**src/rtl/fetch_unit.sv**
```systemverilog
// Instruction fetch: owns the PC, issues in-order word reads, buffers returned words
// and hands (instr, pc) pairs to decode. A redirect flushes the buffer and drops in-flight words.
module fetch_unit #(
  parameter int                      DATA_WIDTH = 32,
  parameter logic [DATA_WIDTH-1:0]   RESET_PC   = '0,
  parameter int                      DEPTH      = 2
) (
  input  logic                  clk,
  input  logic                  rst_n,
  input  logic                  pc_src,
  input  logic [DATA_WIDTH-1:0] pc_target,
  output logic                  imem_req_valid,
  input  logic                  imem_req_ready,
  output logic [DATA_WIDTH-1:0] imem_addr,
  input  logic                  imem_rsp_valid,
  input  logic [DATA_WIDTH-1:0] imem_rsp_data,
  output logic [DATA_WIDTH-1:0] instr,
  output logic [DATA_WIDTH-1:0] instr_pc,
  output logic                  instr_valid,
  input  logic                  instr_ready
);
  localparam int AW = (DEPTH > 1) ? $clog2(DEPTH) : 1;
  localparam int CW = $clog2(DEPTH) + 1;
  localparam int SW = CW + 1;

  logic [DATA_WIDTH-1:0] pc_q, pc_d;
  logic [CW-1:0]         out_q, out_d, cnt_q, cnt_d, drop_q, drop_d;
  logic                  run_q;
  logic [AW-1:0]         tag_wr_q, tag_wr_d, tag_rd_q, tag_rd_d;
  logic [AW-1:0]         buf_wr_q, buf_wr_d, buf_rd_q, buf_rd_d;
  logic [DEPTH-1:0][DATA_WIDTH-1:0] tag_q, tag_d;
  logic [DEPTH-1:0][DATA_WIDTH-1:0] buf_instr_q, buf_instr_d, buf_pc_q, buf_pc_d;

  logic                  pop, acc, rsp, buf_wr;
  logic [SW-1:0]         occ;
  logic [DATA_WIDTH-1:0] tgt;

  assign tgt         = pc_target & ~DATA_WIDTH'(3);
  assign instr_valid = (cnt_q != '0);
  assign pop         = instr_valid & instr_ready;
  // Reserve a buffer slot for every outstanding request so responses never overflow.
  assign occ            = SW'(out_q) + SW'(cnt_q) - SW'(pop);
  assign imem_req_valid = run_q & ~pc_src & (occ < SW'(DEPTH));
  assign acc            = imem_req_valid & imem_req_ready;
  assign rsp            = imem_rsp_valid;
  assign buf_wr         = rsp & (drop_q == '0) & ~pc_src;
  assign imem_addr      = pc_q;
  assign instr          = buf_instr_q[buf_rd_q];
  assign instr_pc       = buf_pc_q[buf_rd_q];

  always_comb begin
    pc_d        = pc_q;
    out_d       = out_q + CW'(acc) - CW'(rsp);
    drop_d      = drop_q;
    cnt_d       = cnt_q;
    tag_wr_d    = tag_wr_q + AW'(acc);
    tag_rd_d    = tag_rd_q + AW'(rsp);
    tag_d       = tag_q;
    buf_wr_d    = buf_wr_q;
    buf_rd_d    = buf_rd_q;
    buf_instr_d = buf_instr_q;
    buf_pc_d    = buf_pc_q;

    if (acc) tag_d[tag_wr_q] = pc_q;

    if (pc_src) begin
      pc_d     = tgt;
      // Everything still in flight after this cycle is wrong-path.
      drop_d   = out_q - CW'(rsp);
      cnt_d    = '0;
      buf_rd_d = buf_wr_q;
    end else begin
      if (acc) pc_d = pc_q + DATA_WIDTH'(4);
      if (rsp && drop_q != '0) drop_d = drop_q - CW'(1);
      if (buf_wr) begin
        buf_instr_d[buf_wr_q] = imem_rsp_data;
        buf_pc_d[buf_wr_q]    = tag_q[tag_rd_q];
        buf_wr_d              = buf_wr_q + AW'(1);
      end
      if (pop) buf_rd_d = buf_rd_q + AW'(1);
      cnt_d = cnt_q + CW'(buf_wr) - CW'(pop);
    end
  end

  always_ff @(posedge clk or negedge rst_n) begin
    if (!rst_n) begin
      pc_q        <= RESET_PC;
      out_q       <= '0;
      cnt_q       <= '0;
      drop_q      <= '0;
      run_q       <= 1'b0;
      tag_wr_q    <= '0;
      tag_rd_q    <= '0;
      buf_wr_q    <= '0;
      buf_rd_q    <= '0;
      tag_q       <= '0;
      buf_instr_q <= '0;
      buf_pc_q    <= '0;
    end else begin
      pc_q        <= pc_d;
      out_q       <= out_d;
      cnt_q       <= cnt_d;
      drop_q      <= drop_d;
      run_q       <= 1'b1;
      tag_wr_q    <= tag_wr_d;
      tag_rd_q    <= tag_rd_d;
      buf_wr_q    <= buf_wr_d;
      buf_rd_q    <= buf_rd_d;
      tag_q       <= tag_d;
      buf_instr_q <= buf_instr_d;
      buf_pc_q    <= buf_pc_d;
    end
  end

  a_no_overflow: assert property (@(posedge clk) disable iff (!rst_n)
    !(buf_wr && cnt_q == CW'(DEPTH)));

endmodule

```
**config.mk**
```make
export PLATFORM = sky130hd
export DESIGN_NAME = fetch_unit
export DESIGN_NICKNAME = d
export VERILOG_FILES = /design/src/rtl/fetch_unit.sv
export SDC_FILE = /design/constraint.sdc
export NUM_CORES = 1
export LEC_CHECK = 0
export ABC_AREA = 1
export BUFFER_PORTS_ARGS = -buffer_cell sky130_fd_sc_hd__buf_4
export CAP_MARGIN = 0
export CORE_MARGIN = 2
export CORE_UTILIZATION = 50
export DETAILED_ROUTE_END_ITERATION = 16
export MAX_ROUTING_LAYER = met4
export PLACE_DENSITY = 0.84
export SYNTH_ARGS = -nofsm -noshare
export SYNTH_HDL_FRONTEND = slang
export SYNTH_SLANG_ARGS = --single-unit
```
**constraint.sdc**
```tcl
create_clock -name clk -period 3.25 [get_ports clk]
set_input_delay 0.4875 -clock clk [delete_from_list [all_inputs] [get_ports clk]]
set_output_delay 0.4875 -clock clk [all_outputs]
set_load 0.1 [all_outputs]
```
Yosys cells after proc, flatten, opt, wreduce, memory -nomap -nowiden
Cells that the tools add are included.
Storage, ports and cells
  input bits: 70
  output and inout bits: 98
  bits in registers: 235
Cells by class
  $add $sub $neg: 13
  bitwise operators: 7
  reductions and logical operators: 10
  multiplexer cells: 20
  order comparisons: 7
Operators by type and width (count)
  2-to-1 mux 32 bit: 10
  bitwise mux 64 bit: 3
  demux 32 bit (select 1 bit): 2
  adder 32 x 3 -> 32 bit, second input constant: 1
  nonzero test 2 bit: 5
  < comparator 1 x 2 -> 1 bit, second input constant: 4
  bitwise AND 1 bit: 6
  2-to-1 mux 2 bit: 3
  subtractor 2 x 1 -> 2 bit: 3
  adder 2 x 1 -> 2 bit: 2
  adder 2 x 2 -> 3 bit: 1
  logical AND 1 bit: 3
  < comparator 3 x 2 -> 1 bit, second input constant: 1
  subtractor 3 x 1 -> 3 bit: 1
  adder 1 bit: 2
  adder 1 bit, second input constant: 2
  >= comparator 1 bit, second input constant: 2
  logical NOT 2 bit: 1
  2-to-1 mux 1 bit: 2
  AND reduction 2 bit: 1
  subtractor 2 x 1 -> 2 bit, second input constant: 1
  NOT 1 bit: 1

Logic depth before layout (Yosys ltp)
Gate-level depths: netlist of run 1.
  depth in word-level cells: 8
  depth in mapped cells: 14

Worst setup path after synthesis of run 1
No wires, ideal clock.
  path type: input to output
  start: input port instr_ready
  end: output port imem_req_valid
  slack: -241 ps
  arrival time: 3003 ps
  required time: 2762 ps
  buffers on the path: 0
  cell stages on the path: 6
  cell sequence: o21a_1 > ha_1 > or2_2 > fa_1 > nand3_2 > nor2_1
Between the ends
  cells in the longest elaborated chain, start to end: 4
RTL lines
  start: declaration: line 20  | input logic instr_ready
  bitwise AND 1 bit: line 40  | assign pop = instr_valid & instr_ready;
  subtractor 3 x 1 -> 3 bit: line 42  | assign occ = SW'(out_q) + SW'(cnt_q) - SW'(pop);
  < comparator 3 x 2 -> 1 bit: line 43  | assign imem_req_valid = run_q & ~pc_src & (occ < SW'(DEPTH));
  bitwise AND 1 bit: line 43
  end: declaration: line 12  | output logic imem_req_valid,
No other way between the ends.

Worst setup path after layout of run 1
  start: register cnt_q[1]
  end: output port imem_req_valid
Between the ends
  cells in the longest elaborated chain, start to end: 5
  elaborated cells between the ends (all ways): 6
RTL lines
  start: declaration: line 27  | logic [CW-1:0] out_q, out_d, cnt_q, cnt_d, drop_q, drop_d;
  start signal: assignment: line 102  | cnt_q <= cnt_d;
  branches (longest 2 deep; another with adder 2 x 2 -> 3 bit)
  subtractor 3 x 1 -> 3 bit (*): line 42
  < comparator 3 x 2 -> 1 bit (*): line 43
  bitwise AND 1 bit (*): line 43
Every way passes the cells marked *.

==> metrics.md, run 1 <==
| Metric | Value |
|---|---|
| Number of flops mapped to enable cells by yosys | 0 |
| GRT Overall Usage | 0.232 |
| Top FF cell, synth | dfrtp_1 |
| Clk Latency, worst-skew pair | 520 ps |
| Largest net degree at the start of global routing | 112 |
| CP Data Arrival Time | 2670 ps |
| CP Max Fanout | 3 |
| Total congestion overflow | 0 |
| Pre-CTS WS | 150 ps |
| Post-synth top area share | 0.523 |
| Critical Path End Type | primary output |
| H-tree lvl count | 1 |
| IO buf count | 161 |
| CP peak stage delay | 420 ps |
| Die Span Y | 151 um |
| First-pass GRT wire length | 41.8 mm |
| Largest family of logic cells by synthesized area | simple AND/OR/NAND/NOR gates |
| Area Overhead vs Synth | 20.9% |
| Unique cell type count in the Yosys netlist | 30 |
| CP bufs+invs | 1 |
| Clk sinks | 225 |
| CTS clock-pin slew for the worst setup and hold paths | 60 ps |
| Sum Neg Setup Slack | 0 ps |
| Worst R2R Setup Slack | 190 ps |
| DR pass1 iterations | 5 |
| HPWL Detailed | 17.5 mm |
| HP Class | primary input to async pin |
| Ant diodes | 0 |
| Setup violators final | 0 |
| Initial Utilization | 0.511 |
| Critical path's slowest cell | fa_1 |
| Synth Area in Compound Gates | 0.105 |
| Register area share after synthesis | 0.523 |
| Core area | 21100 sq um |
| Top Ports | 168 |
| Post-Synth Simple-Gate Area | 0.255 |
| Post-layout minimum cycle time | 3160 ps |
| Relative slew slack | 0.436 |
| Die W | 151 um |
| Critical path class | flip-flop to primary output |
| Vias | 9283 |
| Row cnt | 53 |
| Vias in the first global route | 8581 |
| Final Wtd Congestion | 0.907 |
| Final WS setup | 90.2 ps |
| Avg Cell Area, Syn | 7.66 sq um |
| Layout cells sized above 1 | 0.150 |
| Die area | 22700 sq um |
| Setup crit start kind | flip-flop |
| Final Hold Violating Endpoints | 0 |
| Setup Skew | 16.8 ps |
| Final #Nets | 1622 |
| Main area contributors after synthesis | dfrtp_1 (52%), nand2_1 (19%), o21ai_0 (8.3%) |
| # Max-Cap Violations | 0 |
| Crit path required time | 2760 ps |
| Total CTS buffers | 24 |
| Max Root-Sink Buffers | 3 |
| Synth area leader | dfrtp_1 |
| Ys async rst share | 1.00 |
| Critical-path cell list | o21a_1 > ha_1 > or2_2 > fa_1 > xnor2_1 > nor2_4 > buf_12 |
| Detailed-route wire length per cell | 13.9 um |
| Drc violations | 0 |
| Max-slew violations | 0 |
| Synth Cell Area | 10800 sq um |
| Status | completed |
| Post-Synth Adder-Cell Area | 0.0146 |
| Initial antenna violation count | 0 |
| Tcrit/Tclk final | 0.972 |
| Yosys warns | 0 |
| RSZ-0062 raised after global routing | no |
| Clk root buf | clkbuf_16 |
| Cell count after synthesis | 1407 |
| Seq cells post-synth | 225 |
| CP delay by family, top | adder cells |
| Highest clock rate | 316 MHz |
| Slew @ Worst Pin | 845 ps |
| ANT nets after route | 0 |
| Iter 0 DRT Violations | 507 |
| Via/cell ratio | 5.06 |
| Synth Area in XOR/XNOR | 0.0106 |
| Total Wirelength | 25.5 mm |
| CTS tree | done |
| Post-synthesis mux area share | 0.00314 |
[worst paths after layout]
kind	start	end	cells after the start
min in group clk	pc_target[10]	imem_addr[10]	3
max reg2reg	cnt_q[1]	tag_q[46]	11
max	cnt_q[1]	imem_req_valid	7
min reg2reg	buf_pc_q[46]	buf_pc_q[46]	2
max in group asynchronous	rst_n	imem_addr[8]	2
min	rst_n	buf_instr_q[9]	1
[worst register-to-register path: cells and delay by family (launching register included)]
kind | cells | cell delay, ps
adders and majority gates | 3 | 1090
DFF | 1 | 410
AOI/OAI and AO/OA | 2 | 400
and+or+nand+nor | 4 | 720
buffers and inverters | 2 | 370
[sequential cells by signal (all words and copies together), names as in the netlist]
signal,flops
buf_instr_q,64
buf_pc_q,60
buf_rd_q,1
buf_wr_q,1
cnt_q,2
drop_q,2
imem_addr,30
out_q,2
run_q,1
tag_q,60
tag_rd_q,1
tag_wr_q,1
[cell families after synthesis]
| group | count (synthesis) |
|---|---|
| xor+xnor | 13 |
| mux | 3 |
| buf+inv | 236 |
| flops | 225 |
| fa+ha+maj | 12 |
| compound gates | 225 |
| simple gates | 691 |
| other cells | 2 |
[synth_stat cells (2+ instances only)]
cell / instances
nand2_1: 537
dfrtp_1: 225
o21ai_0: 179
inv_1: 155
nand3_1: 74
nor2_1: 69
clkbuf_1: 45
a21oi_1: 29
buf_2: 16
o21ai_1: 16
ha_1: 11
xor2_1: 9
buf_1: 6
buf_4: 4
buf_6: 4
inv_2: 4
xnor2_1: 4
and2_1: 3
mux2_2: 3
conb_1: 2
nor2_2: 2
or2_2: 2
[layout make-up]
class,count,area [sq um]
fill,1770,8060
inverter,160,603
sequential,225,5630
tap,275,344
clock inverter,5,52.6
multi-input combinational,949,4210
clock buffer,39,738
timing repair buffer,180,1450
[layer usage]
metal  wire (um)  track usage
met1       11500        0.331
met2       11600        0.355
met3        1880       0.0316
met4         466       0.0561
met5           0            -
[layout by cell type, fill, tap and decap left out, types with 11 or more instances in the layout]
| cell type | Yosys | routed |
|---|---|---|
| nand3_1 | 74 | 74 |
| dfrtp_1 | 225 | 224 |
| nor2_1 | 69 | 68 |
| o21ai_1 | 16 | 16 |
| inv_1 | 155 | 155 |
| ha_1 | 11 | 11 |
| clkbuf_16 | 0 | 25 |
| nand2_1 | 537 | 537 |
| o21ai_0 | 179 | 179 |
| buf_4 | 4 | 172 |
| a21oi_1 | 29 | 29 |
[through the flow]
stage          cell area, sq um  cells  utilization  hold slack, ps
6_report                  13000   1833        0.618            37.6
5_1_grt                   13000   1833        0.618             125
4_1_cts                   13000   1833        0.617            82.8
3_5_place_dp              12200   1789        0.579             458
3_3_place_gp              12200   1789        0.579             453
2_1_floorplan             10800   1410            -             192
[repair_timing]
| action | 4_1_cts | 5_1_grt |
|---|---|---|
| buffers inserted | 0 | 0 |
| gates resized for setup | 0 | 4 |
| hold buffers | 0 | 0 |
| endpoints found under the setup margin | 0 | 1 |
Power of run 1 is not shown: default switching activity piles up to over one toggle a cycle in this logic, so the estimate is an artifact.
==> run 2: changes to the inputs <==
Settings changed: CTS_BUF_LIST from default to sky130_fd_sc_hd__clkbuf_16, TNS_END_PERCENT from default to 50.
==> run 2 against run 1 <==
Non-clock buffer count is the same. Critical path depth unchanged. Setup slack worse by 1.1 ps. First-iteration DRC count grew 13%. Clock-buffer cell count fell by 14. Clock skew decreased by 8.8 ps. Wire length is 0.11% lower. Final cell count did not move. Global-route usage hardly changed. Design area is 0.46% lower. Worst hold slack improved by 5.0 ps. Die area unchanged. Critical endpoint unchanged. Largest cell class unchanged.
==> metrics.md, run 2 (synthesis gave the netlist of run 1 again) <==
| Metric | Value |
|---|---|
| Via/cell ratio | 5.06 |
| Status | completed |
| Slew @ Worst Pin | 841 ps |
| CP delay by family, top | adder cells |
| Top Ports | 168 |
| Critical path class | flip-flop to primary output |
| Die area | 22700 sq um |
| Clk Latency, worst-skew pair | 510 ps |
| CTS clock-pin slew for the worst setup and hold paths | 60 ps |
| DR pass1 iterations | 5 |
| CP peak stage delay | 420 ps |
| Postcts setup bufs | 0 |
| H-tree lvl count | 1 |
| Highest clock rate | 316 MHz |
| Final Wtd Congestion | 0.907 |
| Most frequent cells in the layout | nand2_1 (537), dfrtp_1 (224), o21ai_0 (179), buf_4 (172), inv_1 (163) |
| Tcrit/Tclk final | 0.973 |
| # Max-Cap Violations | 0 |
| Total congestion overflow | 0 |
| Crit path required time | 2760 ps |
| Setup Skew | 8.05 ps |
| Final Hold Violating Endpoints | 0 |
| Leading cell type in the layout, fill and taps excluded | nand2_1 |
| Largest regs | buf_instr_q: 64 flops, buf_pc_q: 60 flops, tag_q: 60 flops |
| Storage cell area | 5630 sq um |
| HPWL Detailed | 17.5 mm |
| Row cnt | 53 |
| IO buf count | 161 |
| Total Wirelength | 25.4 mm |
| Critical path's slowest cell | fa_1 |
| Ant diodes | 0 |
| Die W | 151 um |
| Largest net degree at the start of global routing | 112 |
| Area Overhead vs Synth | 20.3% |
| Max reg flops | 64 |
| Detailed-route wire length per cell | 13.9 um |
| Clk root buf | clkbuf_16 |
| CTS tree | done |
| First-pass GRT wire length | 41.8 mm |
| ANT nets after route | 0 |
| CP Data Arrival Time | 2670 ps |
| Iter 0 DRT Violations | 571 |
| Setup crit start kind | flip-flop |
| Multi-input logic area | 4210 sq um |
| Initial antenna violation count | 0 |
| HP Class | primary input to async pin |
| Final cell count without fillers | 1833 |
| Total CTS buffers | 24 |
| Core area | 21100 sq um |
| Hold slack | 42.7 ps |
| Die Span Y | 151 um |
| Setup violators final | 0 |
| Max Root-Sink Buffers | 3 |
| Vias | 9277 |
| GRT Overall Usage | 0.232 |
| Final #Nets | 1622 |
| Resize count post-CTS | 0 |
| Vias in the first global route | 8567 |
| Reg with most FFs | buf_instr_q |
| Critical Path End Type | primary output |
| Initial Utilization | 0.511 |
| Drc violations | 0 |
| Placed insts | 1789 |
| Post-layout minimum cycle time | 3160 ps |
| CP Max Fanout | 3 |
| CP bufs+invs | 1 |
| Critical-path cell list | o21a_1 > ha_1 > or2_2 > fa_1 > xnor2_1 > nor2_4 > buf_12 |
| Relative slew slack | 0.439 |
| Layout cells sized above 1 | 0.146 |
| Cts hold-fix bufs | 0 |
| Max-slew violations | 0 |
| Clk sinks | 225 |
| Filler cells | 1780 |
-- run 2: cell count changes in the layout (fill, tap and decap cells not counted) --
| cell | previous run | this run |
|---|---|---|
| clkbuf_1 | 8 | 0 |
| inv_1 | 155 | 163 |
| clkbuf_8 | 6 | 0 |
| clkinv_1 | 0 | 6 |
-- run 2: metal layers --
metal / vias up / track usage / share of wire
li1: 4618 / - / -
met1: 4265 / 0.332 / 0.45
met2: 353 / 0.355 / 0.46
met3: 41 / 0.0316 / 0.076
met4: 0 / 0.0537 / 0.018
met5: - / - / 0
-- run 2: final cells by class --
type | instances | area share
Sequential cell | 225 | 0.434
Timing Repair Buffer | 180 | 0.112
Clock buffer | 25 | 0.0483
Multi-Input combinational cell | 949 | 0.325
Clock inverter | 19 | 0.00811
Inverter | 160 | 0.0465
Tap cell | 275 | 0.0265
-- run 2: through the flow --
stage | setup TNS, ps | cell area (sq um) | util | worst slack, ps
2_1_floorplan | 0 | 10800 | - | 26.5
3_3_place_gp | 0 | 12200 | 0.579 | 241
3_5_place_dp | 0 | 12200 | 0.579 | 150
4_1_cts | 0 | 12900 | 0.614 | 5.03
5_1_grt | -1.42 | 13000 | 0.615 | -1.42
6_report | 0 | 13000 | 0.615 | 89.1
-- run 2: worst paths after layout --
path / depth (start not counted) / slack, ps / start / end
setup / recovery: 7 / 90 / cnt_q[0] / imem_req_valid
hold / removal: 1 / 40 / rst_n / buf_instr_q[6]
setup reg to reg: 11 / 200 / cnt_q[0] / tag_q[49]
hold reg to reg: 2 / 470 / buf_pc_q[56] / buf_pc_q[56]
max in group asynchronous: 2 / 2390 / rst_n / imem_addr[8]
min in group clk: 3 / 190 / pc_target[10] / imem_addr[10]
Power of run 2 is left out for the same reason.
==> run 3: changes to the inputs <==
Settings changed: CELL_PAD_IN_SITES_DETAIL_PLACEMENT from default to 0, CELL_PAD_IN_SITES_GLOBAL_PLACEMENT from default to 1, CORE_UTILIZATION 50 to 38, PLACE_DENSITY 0.84 to 0.87.
==> run 3 against run 2 <==
The flow now finishes with violations (negative hold slack). Die area grew 31%. Via count down 3.3%. Highest routed layer unchanged. Maximum frequency is 0.33% lower.
==> metrics.md, run 3 (synthesis gave the netlist of run 1 again) <==
| Metric | Value |
|---|---|
| CTS tree | done |
| Total congestion overflow | 0 |
| Drc violations | 0 |
| HP Class | primary input to async pin |
| Critical Path End Type | primary output |
| Final Wtd Congestion | 0.850 |
| Detailed-route wire length per cell | 13.6 um |
| # Max-Cap Violations | 0 |
| Critical-path cell list | o21a_1 > ha_1 > or2_2 > fa_1 > nand3_2 > nor2_4 > buf_12 |
| Total Wirelength | 26.4 mm |
| Initial Utilization | 0.387 |
| Sum Neg Setup Slack | 0 ps |
| Setup Skew | 7.86 ps |
| Status | finished, violations left |
| Clk root buf | clkbuf_16 |
| Critical path class | flip-flop to primary output |
| Via/cell ratio | 4.63 |
| Leading cell type in the layout, fill and taps excluded | nand2_1 |
| Final Hold Violating Endpoints | 6 |
| Critical path's slowest cell | fa_1 |
| Setup violators final | 0 |
| CTS clock-pin slew for the worst setup and hold paths | 60 ps |
| Placement Cell Area | 12300 sq um |
| Iter 0 DRT Violations | 573 |
| IO buf count | 161 |
| Crit path required time | 2760 ps |
| Vias | 8975 |
| DR pass1 iterations | 6 |
| Final #Nets | 1624 |
| Slew @ Worst Pin | 740 ps |
| Core area | 27900 sq um |
| Ant diodes | 0 |
| Max-slew violations | 0 |
| ANT nets after route | 0 |
| Worst Setup SP | cnt_q[1] |
| Tcrit/Tclk final | 0.976 |
| Die W | 172 um |
| Cts hold-fix bufs | 0 |
| Row cnt | 61 |
| R2R depth | 11 |
| Cell area after layout | 13200 sq um |
| Area Overhead vs Synth | 22.8% |
| Max reg flops | 64 |
| CP Data Arrival Time | 2680 ps |
| CP Max Fanout | 3 |
| Die Span Y | 172 um |
| Clk Latency, worst-skew pair | 510 ps |
| RSZ-0062 raised after global routing | no |
| RR Endpoint | tag_q[59] |
| Setup crit start kind | flip-flop |
| GRT Overall Usage | 0.186 |
| Reg2reg start | cnt_q[1] |
| Post-layout minimum cycle time | 3170 ps |
| Layout cells sized above 1 | 0.153 |
| Initial antenna violation count | 0 |
| Most frequent cells in the layout | nand2_1 (537), dfrtp_1 (224), o21ai_0 (179), buf_4 (174), inv_1 (157) |
| Relative slew slack | 0.506 |
| Highest clock rate | 315 MHz |
| Reg with most FFs | buf_instr_q |
| Total CTS buffers | 25 |
| Vias in the first global route | 8496 |
| Core Util, Final | 0.475 |
| Final cell count without fillers | 1938 |
| Top Ports | 168 |
| Failing checks | negative hold slack |
| Placed insts | 1893 |
| First-pass GRT wire length | 43.1 mm |
| Hold slack | -17.0 ps |
| Clk sinks | 225 |
| H-tree lvl count | 1 |
| CP peak stage delay | 500 ps |
| Largest net degree at the start of global routing | 98 |
| Worst R2R Setup Slack | 270 ps |
| HPWL Detailed | 18.4 mm |
| Largest regs | buf_instr_q: 64 flops, buf_pc_q: 60 flops, tag_q: 60 flops |
| Max Root-Sink Buffers | 3 |
| Die area | 29700 sq um |
run 3: cell count changes in the layout (fill, tap and decap cells not counted), sizes merged:
| cell | before | now |
|---|---|---|
| buf | 180 | 181 |
| bufinv | 1 | 6 |
| clkinv | 9 | 10 |
| clkinvlp | 1 | 2 |
| inv | 168 | 162 |
run 3: per-stage QoR:
step / worst slack (ps) / hold WS, ps
final: 78.5 / -17.0
after global routing: 5.43 / 29.4
after CTS: 26.0 / 25.5
after detailed placement: 196 / 458
after global placement: 246 / 454
after floorplan: 26.5 / 192
run 3: area by class of cell:
cell class              count  area [sq um]
fillers                  2813         14600
flip-flops and latches    225          5630
clock buffers              25           626
repair buffers            181          1440
well taps                 378           473
clock inverters            20           246
inverters                 160           603
multi-input cells         949          4210
run 3: timing repair:
| item | 4_1_cts | 5_1_grt |
|---|---|---|
| gates cloned | 0 | 0 |
| endpoints found under the setup margin | 1 | 1 |
| setup buffers | 0 | 0 |
| resized for setup | 1 | 3 |
run 3: worst max path at each step:
stage	to	cells past startpoint
finish	imem_req_valid	7
global route	imem_req_valid	7
detailed placement	tag_q[7]	11
CTS	imem_req_valid	7
global placement	tag_q[58]	12
floorplan	tag_q[60]	14
run 3: routing by layer:
| metal | share of wire | track usage |
|---|---|---|
| met4 | 0.020 | 0.0493 |
| met5 | 0 | - |
| met1 | 0.49 | 0.270 |
| met2 | 0.43 | 0.274 |
| met3 | 0.057 | 0.0231 |
run 3: critical path: cells and delay by family, from the launching register on:
kind,cells,cell delay (ps)
adders and majority gates,2,770
and+or+nand+nor,3,570
DFF,1,410
AOI/OAI and AO/OA,1,240
buffers and inverters,1,180
Power of run 3 is left out for the same reason.
